**config.mk**
```make
export PLATFORM = sky130hd
export DESIGN_NAME = exception_ctrl_flat
export DESIGN_NICKNAME = d
export VERILOG_FILES = /design/src/rtl/exception_ctrl_pkg.sv /design/src/rtl/exception_ctrl_if.sv /design/src/rtl/exception_ctrl_sat_counter.sv /design/src/rtl/exception_ctrl.sv /design/src/flat_wrapper.sv
export SDC_FILE = /design/constraint.sdc
export NUM_CORES = 1
export LEC_CHECK = 0
export CAP_MARGIN = 10
export CORE_ASPECT_RATIO = 1.1
export CORE_UTILIZATION = 38
export DETAILED_ROUTE_END_ITERATION = 8
export PLACE_DENSITY = 0.87
export SLEW_MARGIN = 20
export SYNTH_ARGS = -nofsm -noshare
export SYNTH_HDL_FRONTEND = slang
export SYNTH_SLANG_ARGS = --single-unit
```
**constraint.sdc**
```tcl
create_clock -name clk -period 2.1 [get_ports clk]
set_input_delay 0.42 -clock clk [delete_from_list [all_inputs] [get_ports clk]]
set_output_delay 0.42 -clock clk [all_outputs]
set_load 0.05 [all_outputs]
```
**src/rtl/exception_ctrl_pkg.sv**
```systemverilog
// ---------------------------------------------------------------------------
// exc_pkg : shared types and constants for the LEGv8 exception responder.
//
// Contents:
//   excState_t     - responder state (NORMAL, HANDLER, FAULT)
//   ESR_*          - exception syndrome codes stored in ESR
//   SEL_*          - MRS system-register select encodings
//   isSyncFault()  - true when the decoder reports a synchronous exception
// ---------------------------------------------------------------------------
package exc_pkg;

  typedef enum logic [1:0] {
    NORMAL  = 2'b00,
    HANDLER = 2'b01,
    FAULT   = 2'b10
  } excState_t;

  localparam logic [3:0] ESR_NONE   = 4'h0;
  localparam logic [3:0] ESR_IRQ    = 4'h1;
  localparam logic [3:0] ESR_INVOP  = 4'h2;
  localparam logic [3:0] ESR_DFAULT = 4'hF;

  localparam logic [1:0] SEL_ELR   = 2'b00;
  localparam logic [1:0] SEL_ESR   = 2'b01;
  localparam logic [1:0] SEL_COUNT = 2'b10;
  localparam logic [1:0] SEL_ZERO  = 2'b11;

  // Any non-zero code from the decoder is a synchronous exception
  function automatic logic isSyncFault(input logic [3:0] eStatus);
    return eStatus != ESR_NONE;
  endfunction

endpackage

```
**src/rtl/exception_ctrl_if.sv**
```systemverilog
// ---------------------------------------------------------------------------
// exception_ctrl_if : signal bundle between the core datapath and the
// exception responder.
//
// Core -> responder : EStatus, ERet, PC, irq_req, sysreg_sel
// Responder -> core : irq_ack, Exc, ExcFlush, ExcVector, ELR, ESR,
//                     InHandler, sysreg_rd
// Modports:
//   master - the core/decoder side
//   slave  - the exception_ctrl side
// ---------------------------------------------------------------------------
interface exception_ctrl_if #(
  parameter int N = 64
) ();

  logic [3:0]   EStatus;
  logic         ERet;
  logic [N-1:0] PC;
  logic         irq_req;
  logic         irq_ack;
  logic         Exc;
  logic         ExcFlush;
  logic [N-1:0] ExcVector;
  logic [N-1:0] ELR;
  logic [3:0]   ESR;
  logic         InHandler;
  logic [1:0]   sysreg_sel;
  logic [N-1:0] sysreg_rd;

  modport master (
    output EStatus, ERet, PC, irq_req, sysreg_sel,
    input  irq_ack, Exc, ExcFlush, ExcVector, ELR, ESR, InHandler, sysreg_rd
  );

  modport slave (
    input  EStatus, ERet, PC, irq_req, sysreg_sel,
    output irq_ack, Exc, ExcFlush, ExcVector, ELR, ESR, InHandler, sysreg_rd
  );

endinterface

```
**src/rtl/exception_ctrl_sat_counter.sv**
```systemverilog
// ---------------------------------------------------------------------------
// sat_counter : up-counter that sticks at all-ones instead of wrapping.
//
// Ports:
//   clk    in  1  rising-edge clock
//   reset  in  1  asynchronous active-low clear
//   inc    in  1  add one at the next edge (ignored once saturated)
//   count  out W  current count
// ---------------------------------------------------------------------------
module sat_counter #(
  parameter int W = 16
) (
  input  logic         clk,
  input  logic         reset,
  input  logic         inc,
  output logic [W-1:0] count
);

  // Count up on request; hold at all-ones so software never sees a wrap
  always_ff @(posedge clk or negedge reset) begin
    if (!reset) begin
      count <= '0;
    end else if (inc && (count != {W{1'b1}})) begin
      count <= count + 1'b1;
    end
  end

endmodule

```
**src/rtl/exception_ctrl.sv**
```systemverilog
// ---------------------------------------------------------------------------
// exception_ctrl : exception responder for the single-cycle LEGv8 core.
//
// Takes synchronous exceptions (EStatus != 0) and, optionally, an external
// level interrupt. Taking an exception redirects the PC to EXC_VECTOR,
// flushes the current instruction and records ELR/ESR. A second fault while
// in the handler locks the responder in FAULT until reset.
//
// Ports:
//   clk    in  1  core clock, rising edge
//   reset  in  1  asynchronous active-low reset
//   bus    slave modport of exception_ctrl_if (EStatus, ERet, PC, irq_req,
//          sysreg_sel in; irq_ack, Exc, ExcFlush, ExcVector, ELR, ESR,
//          InHandler, sysreg_rd out)
//
// Build option:
//   EXC_IRQ_EN - when defined, irq_req is serviced in NORMAL state and
//                acknowledged with irq_ack. When undefined the interrupt
//                input is ignored and irq_ack is tied low.
// ---------------------------------------------------------------------------
module exception_ctrl
  import exc_pkg::*;
#(
  parameter int           N          = 64,
  parameter logic [N-1:0] EXC_VECTOR = 64'h0000_0000_0000_00D8,
  parameter int           CNT_W      = 16
) (
  input logic              clk,
  input logic              reset,
  exception_ctrl_if.slave  bus
);

  excState_t      state;
  logic [N-1:0]   elr;
  logic [3:0]     esr;
  logic           irqAck;
  logic [CNT_W-1:0] count;

  logic syncReq;
  logic irqReq;
  logic takeNormal;
  logic takeIrq;
  logic doubleFault;
  logic excComb;

  assign syncReq = isSyncFault(bus.EStatus);

`ifdef EXC_IRQ_EN
  assign irqReq = bus.irq_req;
`else
  logic unusedIrq;
  assign unusedIrq = bus.irq_req;
  assign irqReq    = 1'b0;
`endif

  // Decide this cycle's redirect. IRQs are only considered in NORMAL, and a
  // sync fault wins over a simultaneous IRQ, leaving the IRQ pending.
  always_comb begin
    takeNormal  = 1'b0;
    doubleFault = 1'b0;
    excComb     = 1'b0;
    unique case (state)
      NORMAL: begin
        takeNormal = syncReq | irqReq;
        excComb    = takeNormal;
      end
      HANDLER: begin
        doubleFault = syncReq;
        excComb     = doubleFault;
      end
      default: begin
        excComb = 1'b1;
      end
    endcase
  end

  assign takeIrq = takeNormal & ~syncReq;

  // Responder FSM plus the ELR/ESR/ack registers it owns
  always_ff @(posedge clk or negedge reset) begin
    if (!reset) begin
      state  <= NORMAL;
      elr    <= '0;
      esr    <= ESR_NONE;
      irqAck <= 1'b0;
    end else begin
      irqAck <= 1'b0;
      unique case (state)
        NORMAL: begin
          if (takeNormal) begin
            elr    <= bus.PC;
            esr    <= syncReq ? bus.EStatus : ESR_IRQ;
            irqAck <= takeIrq;
            state  <= HANDLER;
          end
        end
        HANDLER: begin
          if (doubleFault) begin
            esr   <= ESR_DFAULT;
            state <= FAULT;
          end else if (bus.ERet) begin
            state <= NORMAL;
          end
        end
        default: begin
          state <= FAULT;
        end
      endcase
    end
  end

  sat_counter #(
    .W (CNT_W)
  ) u_count (
    .clk   (clk),
    .reset (reset),
    .inc   (takeNormal),
    .count (count)
  );

  // MRS read port: reads registered values only, zero-extended to N
  always_comb begin
    bus.sysreg_rd = '0;
    unique case (bus.sysreg_sel)
      SEL_ELR:   bus.sysreg_rd = elr;
      SEL_ESR:   bus.sysreg_rd = {{(N-4){1'b0}}, esr};
      SEL_COUNT: bus.sysreg_rd = {{(N-CNT_W){1'b0}}, count};
      default:   bus.sysreg_rd = '0;
    endcase
  end

  // Redirect is forced low while reset is asserted, even with EStatus set
  assign bus.Exc       = reset & excComb;
  assign bus.ExcFlush  = reset & excComb;
  assign bus.ExcVector = EXC_VECTOR;
  assign bus.ELR       = elr;
  assign bus.ESR       = esr;
  assign bus.InHandler = (state == HANDLER);
  assign bus.irq_ack   = irqAck;

endmodule

```
**src/flat_wrapper.sv**
```systemverilog
// flat-port wrapper written by rule: the top's interface ports become plain ports
module exception_ctrl_flat import exc_pkg::*;
#(
  parameter int           N          = 64,
  parameter logic [N-1:0] EXC_VECTOR = 64'h0000_0000_0000_00D8,
  parameter int           CNT_W      = 16
)
  (clk, reset, bus_EStatus, bus_ERet, bus_PC, bus_irq_req, bus_sysreg_sel, bus_irq_ack, bus_Exc, bus_ExcFlush, bus_ExcVector, bus_ELR, bus_ESR, bus_InHandler, bus_sysreg_rd);
  exception_ctrl_if #(.N(N)) bus_i ();
  input logic clk;
  input logic reset;
  input wire logic [$bits(bus_i.EStatus)-1:0] bus_EStatus;
  input wire logic [$bits(bus_i.ERet)-1:0] bus_ERet;
  input wire logic [$bits(bus_i.PC)-1:0] bus_PC;
  input wire logic [$bits(bus_i.irq_req)-1:0] bus_irq_req;
  input wire logic [$bits(bus_i.sysreg_sel)-1:0] bus_sysreg_sel;
  output wire logic [$bits(bus_i.irq_ack)-1:0] bus_irq_ack;
  output wire logic [$bits(bus_i.Exc)-1:0] bus_Exc;
  output wire logic [$bits(bus_i.ExcFlush)-1:0] bus_ExcFlush;
  output wire logic [$bits(bus_i.ExcVector)-1:0] bus_ExcVector;
  output wire logic [$bits(bus_i.ELR)-1:0] bus_ELR;
  output wire logic [$bits(bus_i.ESR)-1:0] bus_ESR;
  output wire logic [$bits(bus_i.InHandler)-1:0] bus_InHandler;
  output wire logic [$bits(bus_i.sysreg_rd)-1:0] bus_sysreg_rd;
  assign bus_i.EStatus = bus_EStatus;
  assign bus_i.ERet = bus_ERet;
  assign bus_i.PC = bus_PC;
  assign bus_i.irq_req = bus_irq_req;
  assign bus_i.sysreg_sel = bus_sysreg_sel;
  assign bus_irq_ack = bus_i.irq_ack;
  assign bus_Exc = bus_i.Exc;
  assign bus_ExcFlush = bus_i.ExcFlush;
  assign bus_ExcVector = bus_i.ExcVector;
  assign bus_ELR = bus_i.ELR;
  assign bus_ESR = bus_i.ESR;
  assign bus_InHandler = bus_i.InHandler;
  assign bus_sysreg_rd = bus_i.sysreg_rd;
  exception_ctrl #(.N(N), .EXC_VECTOR(EXC_VECTOR), .CNT_W(CNT_W)) u_core (.clk(clk), .reset(reset), .bus(bus_i));
endmodule
```
==> results.py, run 1 <==
metrics = {
    "finish": {
        "diodes": 0,
        "stdcell_area_sq_um": 7790,
        "drive_above_1_share": 0.197,
        "layout_commonest_cell": "nand2_1",
        "area_delta_synth_final_pct": 70.8,
        "fill_cells": 881,
        "fin_nets": 823,
        "mostFrequentLayoutCells": "nand2_1 (202), clkdlybuf4s50_1 (132), dfrtp_1 (87), buf_12 (71), conb_1 (65)",
        "fin_cells": 903,
    },
    "power_and_ir_drop": {
        "seqPwrFrac": 0.304,
        "p_clk_frac": 0.192,
        "ir_drop_mv": 0.705,
        "p_sw_frac": 0.449,
        "p_int_mw": 4.39,
        "power_density_nw_per_um2": 1020,
        "p_total_mw": 7.98,
        "p_leak_nw": 3.68,
        "p_comb_frac": 0.504,
        "p_sw_mw": 3.59,
    },
    "timing": {
        "tightest_slew_ns": 0.590,
        "rsz0062_at_grt": "false",
        "max_freq_mhz": 484,
        "holdWs_ns": 0.206,
        "finalClockSkew_ns": 0.00544,
        "max_slew_margin": 0.607,
        "finalSetupViolations": 0,
        "hold_viol": 0,
        "min_period_ns": 2.07,
        "timing.final.max_slew_violations": 0,
        "fin_crit_sh": 0.984,
    },
    "critical_path": {
        "critPathMaxFanout": 3,
        "criticalPathCategory": "primary input to primary output",
        "critPathArrivalTime_ns": 1.65,
        "startpoint_type": "primary input",
        "slowest_delay_ns": 0.54,
        "reg2reg_depth": 5,
        "crit_buf_inv": 2,
        "slowest_stage": "or4_4",
        "required_ns": 1.68,
        "cp_top_family": "simple AND/OR/NAND/NOR gates",
        "worstSetupEndpointType": "primary output",
        "crit_path_cell_trace": "dlygate4sd2_1 > or4_4 > o21a_1 > buf_6",
        "crit_cells": 4,
    },
    "clock_network": {
        "htreeDepth": 3,
        "root_buffer": "clkbuf_16",
        "clk_latency_ns": 0.33,
        "ctsHoldBuffers": 0,
        "cts_buffers": 9,
        "clk_path_buf_depth": 2,
        "cts_tree": "yes",
        "cts.clk_slew.worst_paths_ns": 0.06,
        "cts.sinks": 87,
    },
    "grt": {
        "grt_pass1_wl_um": 21700,
        "grt_pass1_vias": 4216,
        "grt_usage": 0.229,
        "use_met1": 0.256,
        "antenna_found_initial": 0,
        "grt_overflow": 0,
        "use_met2": 0.428,
        "top_usage_layer": "met2",
        "grt_max_degree": 47,
        "use_met3": 0.0498,
    },
    "floorplan": {
        "coreArea_sq_um": 11600,
        "rows": 41,
        "fp.dieH_um": 117,
        "io_pins": 274,
        "die_w_um": 106,
        "initial_core_util": 0.393,
        "die_area_sq_um": 12400,
    },
    "synth": {
        "avgSynthCellArea_sq_um": 8.62,
        "synth-seq-area-share": 0.477,
        "synth-edff-count": 0,
        "synth_cell_type_count": 36,
        "ys_warn_count": 0,
        "ys_async_sr_fraction": 1.00,
        "ys_seq_elements": 87,
        "synthCells": 529,
        "synth_area_sq_um": 4560,
        "synthFlopType": "dfrtp_1",
    },
    "drt": {
        "drc": 0,
        "finalWirelength_um": 14000,
        "wl_per_cell_um": 15.5,
        "ant_nets": 0,
        "first_iter_violations": 178,
        "drt-vias-per-instance": 4.55,
        "vias": 4112,
        "dr.pass1.iters": 4,
    },
    "status": {
        "outcome": "finished clean",
    },
    "placement": {
        "dp_hpwl_um": 10400,
        "place_inst": 882,
        "post_dp_cell_area_sq_um": 7400,
        "port_buffers": 208,
        "gp_congestion": 0.793,
    },
    "job": {
        "max_cap_viol_count": 0,
    },
    "min_path": {
        "hp-class": "primary input to async pin",
    },
}
## final timing paths
check | from | to | slack [ns]
max reg2reg | u_core.u_count.count[0] | u_core.u_count.count[1] | 0.29
max in group asynchronous | reset | u_core.bus.ELR[15] | 1.46
min in group clk | u_core.bus.ELR[16] | u_core.bus.ELR[16] | 0.49
min reg2reg | u_core.bus.ELR[16] | u_core.bus.ELR[16] | 0.49
max | bus_EStatus[1] | bus_Exc | 0.03
min | reset | u_core.bus.ELR[56] | 0.21
## sequential cells by signal, indices dropped and copies added (netlist names)
name and flops:
u_core.bus.ELR 64, u_core.bus.ESR 4, u_core.bus.irq_ack 1, u_core.state 2, u_core.u_count.count 16
## layout make-up
class                      instances  area [sq um]  area share
clock buffer                      14           274      0.0352
tap                              150           188      0.0241
clock inverter                     2          13.8     0.00177
timing repair buffer             236          3050       0.391
sequential                        87          2180       0.280
multi-input combinational        413          2090       0.268
inverter                           1          3.75    0.000482
## cells in the mapped netlist, types with 6 or more instances
master      n  area [sq um]
and2_1     48           300
buf_2      13          65.1
buf_4      66           495
clkbuf_1   10          37.5
dfrtp_1    87          2180
mux2i_1    16           160
nand2_1   202           758
nand3_1     6          30.0
nand4_1     6          37.5
nor2_1     26          97.6
xnor2_1     7          61.3
xor2_1      7          61.3
## power groups by stage
stage          clock [mW]  combinational (mW)  sequential [mW]
3_3_place_gp            0                3.95             2.43
2_1_floorplan           0                1.35             3.53
6_report             1.53                4.02             2.43
3_5_place_dp            0                4.02             2.45
4_1_cts              1.57                4.05             2.43
5_1_grt              1.64                4.20             2.48
## layer usage
metal | part of all wire | routed length, um | vias up
met4 | 0.022 | 314 | 0
li1 | - | - | 1951
met3 | 0.061 | 852 | 20
met5 | 0 | 0 | -
met2 | 0.54 | 7620 | 171
met1 | 0.37 | 5230 | 1970
## what timing repair did
item | in CTS | in global routing
resized for setup | 12 | 0
endpoints found under the setup margin | 58 | 0
buffers inserted | 3 | 0
## per-stage QoR
stage,setup TNS (ns),setup slack [ns],utilization
floorplan,-0.361,-0.0760,-
global placement,-14.26,-0.207,0.638
detailed placement,-17.31,-0.255,0.638
CTS,0,0.0495,0.672
global route,0,0.0157,0.672
finish,0,0.0344,0.672
## logic make-up (layout without fill, tap and decap cells)
| group | after synthesis | count (layout) | share of synthesized area |
|---|---|---|---|
| compound gates | 14 | 14 | 0.0200 |
| xor+xnor | 14 | 14 | 0.0269 |
| fa+ha+maj | 1 | 1 | 0.00274 |
| buf+inv | 92 | 253 | 0.137 |
| flops | 87 | 87 | 0.477 |
| mux | 17 | 17 | 0.0376 |
| other cells | 2 | 65 | 0.00165 |
| simple gates | 302 | 302 | 0.297 |
No activity file was read; power rests on OpenSTA's default activity.
==> run 2, diff against run 1 <==
--- a/config.mk
+++ b/config.mk
@@ -7,6 +7,7 @@
 export LEC_CHECK = 0
 export CAP_MARGIN = 10
 export CORE_ASPECT_RATIO = 1.1
+export CORE_MARGIN = 4
 export CORE_UTILIZATION = 38
 export DETAILED_ROUTE_END_ITERATION = 8
 export PLACE_DENSITY = 0.87
==> run 2 against run 1 <==
Net effect:
- largest cell class unchanged
- critical path type unchanged
- hold slack got worse by 0.030 ns
- fmax decreased by 0.42%
- final area shrank 0.72%
- critical path depth unchanged
- combinational power is essentially flat
- critical endpoint is now bus_ExcFlush
- sequential power is essentially flat
- clock skew down 0.0010 ns
- sequential share of layout area is 0.20 points higher
- global-route usage down 2.0 points
- via count increased by 0.66%
- clock power is essentially flat
- largest power group unchanged
==> results.py, run 2 (synthesized netlist as in run 1, its figures left out) <==
metrics = {
    "status": {
        "outcome": "finished clean",
    },
    "power_and_ir_drop": {
        "p_int_mw": 4.38,
        "p_sw_mw": 3.57,
        "ir_drop_mv": 0.731,
        "seqPwrFrac": 0.307,
        "p_sw_frac": 0.449,
        "p_leak_nw": 3.66,
        "p_total_mw": 7.95,
        "p_clk_frac": 0.188,
        "power_density_nw_per_um2": 1030,
        "p_comb_frac": 0.505,
    },
    "timing": {
        "min_period_ns": 2.07,
        "tns_ns": 0,
        "tightest_slew_ns": 0.561,
        "fin_crit_sh": 0.988,
        "max_slew_margin": 0.625,
        "timing.final.max_slew_violations": 0,
        "finalClockSkew_ns": 0.00444,
        "max_freq_mhz": 482,
        "holdWs_ns": 0.176,
        "hold_viol": 0,
        "finalSetupViolations": 0,
    },
    "floorplan": {
        "initial_core_util": 0.393,
        "rows": 41,
        "io_pins": 274,
        "fp.dieH_um": 123,
        "coreArea_sq_um": 11600,
        "die_w_um": 112,
        "die_area_sq_um": 13800,
    },
    "finish": {
        "fill_cells": 895,
        "drive_above_1_share": 0.194,
        "diodes": 0,
        "regArea_sq_um": 2180,
        "fin_nets": 823,
        "layout_commonest_cell": "nand2_1",
        "largest_reg_flops": 64,
        "mostFrequentLayoutCells": "nand2_1 (202), clkdlybuf4s50_1 (133), dfrtp_1 (87), buf_12 (68), conb_1 (65)",
        "multi_input_area_sq_um": 2090,
        "stdcell_area_sq_um": 7730,
        "area_delta_synth_final_pct": 69.5,
    },
    "drt": {
        "first_iter_violations": 179,
        "drc": 0,
        "vias": 4139,
        "dr.pass1.iters": 4,
        "ant_nets": 0,
        "finalWirelength_um": 14700,
        "drt-vias-per-instance": 4.59,
        "wl_per_cell_um": 16.3,
    },
    "critical_path": {
        "cp_top_family": "simple AND/OR/NAND/NOR gates",
        "crit_path_cell_trace": "dlygate4sd2_1 > or4_4 > o21a_4 > buf_4",
        "r2r_start": "u_core.state[1]",
        "critPathMaxFanout": 3,
        "critPathArrivalTime_ns": 1.65,
        "reg2reg_depth": 4,
        "worstSetupEndpointType": "primary output",
        "required_ns": 1.68,
        "slowest_stage": "or4_4",
        "crit_buf_inv": 2,
        "r2r-end": "u_core.u_count.count[9]",
        "r2r_slack_ns": 0.24,
        "slowest_delay_ns": 0.55,
        "startpoint_type": "primary input",
        "criticalPathCategory": "primary input to primary output",
    },
    "clock_network": {
        "cts_buffers": 9,
        "root_buffer": "clkbuf_16",
        "clk_path_buf_depth": 2,
        "cts_tree": "yes",
        "clk_latency_ns": 0.33,
        "htreeDepth": 3,
        "cts.clk_slew.worst_paths_ns": 0.06,
        "cts.sinks": 87,
    },
    "placement": {
        "gp_congestion": 0.814,
        "dp_hpwl_um": 11400,
        "post_dp_cell_area_sq_um": 7400,
        "port_buffers": 208,
    },
    "grt": {
        "grt_pass1_wl_um": 22300,
        "grt_max_degree": 88,
        "grt_overflow": 0,
        "antenna_found_initial": 0,
        "grt_pass1_vias": 4170,
        "grt_usage": 0.209,
    },
    "job": {
        "max_cap_viol_count": 0,
    },
    "min_path": {
        "hp-class": "primary input to async pin",
    },
}
-- run 2: cell count changes in the layout (fill, tap and decap cells not counted), sizes merged --
cell,previous run,this run
buf,98,96
bufbuf,0,1
clkbuf,14,15
clkdlybuf4s50,132,133
clkinv,2,0
-- run 2: power by group through the flow --
stage               Sequential [mW]  Combinational, mW  Clock [mW]
floorplan                      3.53               1.35           0
global placement               2.43               3.97           0
detailed placement             2.46               4.03           0
CTS                            2.44               4.05        1.53
global route                   2.50               4.18        1.59
finish                         2.44               4.02        1.50
-- run 2: timing repair --
action / in CTS / in global routing
pin swaps: 3 / 0
resized for setup: 9 / 1
setup endpoints to repair: 66 / 1
setup buffers: 1 / 0
hold buffers: 0 / 0
gates cloned: 1 / 0
-- run 2: metal layers --
metal / GRT usage / routed length, um / up-vias / part of all wire
met5: 0 / 0 / - / 0
met4: 0.0849 / 348 / 0 / 0.024
met3: 0.0455 / 982 / 21 / 0.067
met2: 0.377 / 7780 / 178 / 0.53
met1: 0.241 / 5610 / 1977 / 0.38
li1: - / - / 1963 / -
-- run 2: worst max-delay path by stage --
| stage | start | to | slack, ns | cells past startpoint |
|---|---|---|---|---|
| detailed placement | bus_EStatus[3] | u_core.u_count.count[15] | -0.27 | 6 |
| CTS | bus_EStatus[0] | bus_ExcFlush | 0.03 | 4 |
| floorplan | bus_sysreg_sel[0] | bus_sysreg_rd[12] | -0.08 | 3 |
| global placement | bus_EStatus[3] | u_core.u_count.count[14] | -0.20 | 6 |
| global route | bus_EStatus[0] | bus_ExcFlush | -0.001 | 4 |
| finish | bus_EStatus[0] | bus_ExcFlush | 0.03 | 4 |
-- run 2: layout make-up --
cell class / instances / area share
repair buffers: 236 / 0.387
flip-flops and latches: 87 / 0.282
multi-input cells: 413 / 0.271
clock buffers: 15 / 0.0359
well taps: 150 / 0.0243
inverters: 1 / 0.000486
-- run 2: through the flow --
stage | setup slack, ns | instances | util
floorplan | -0.0760 | 592 | -
global placement | -0.199 | 885 | 0.638
detailed placement | -0.268 | 885 | 0.638
CTS | 0.0324 | 902 | 0.666
global route | -0.00147 | 902 | 0.667
finish | 0.0257 | 902 | 0.667
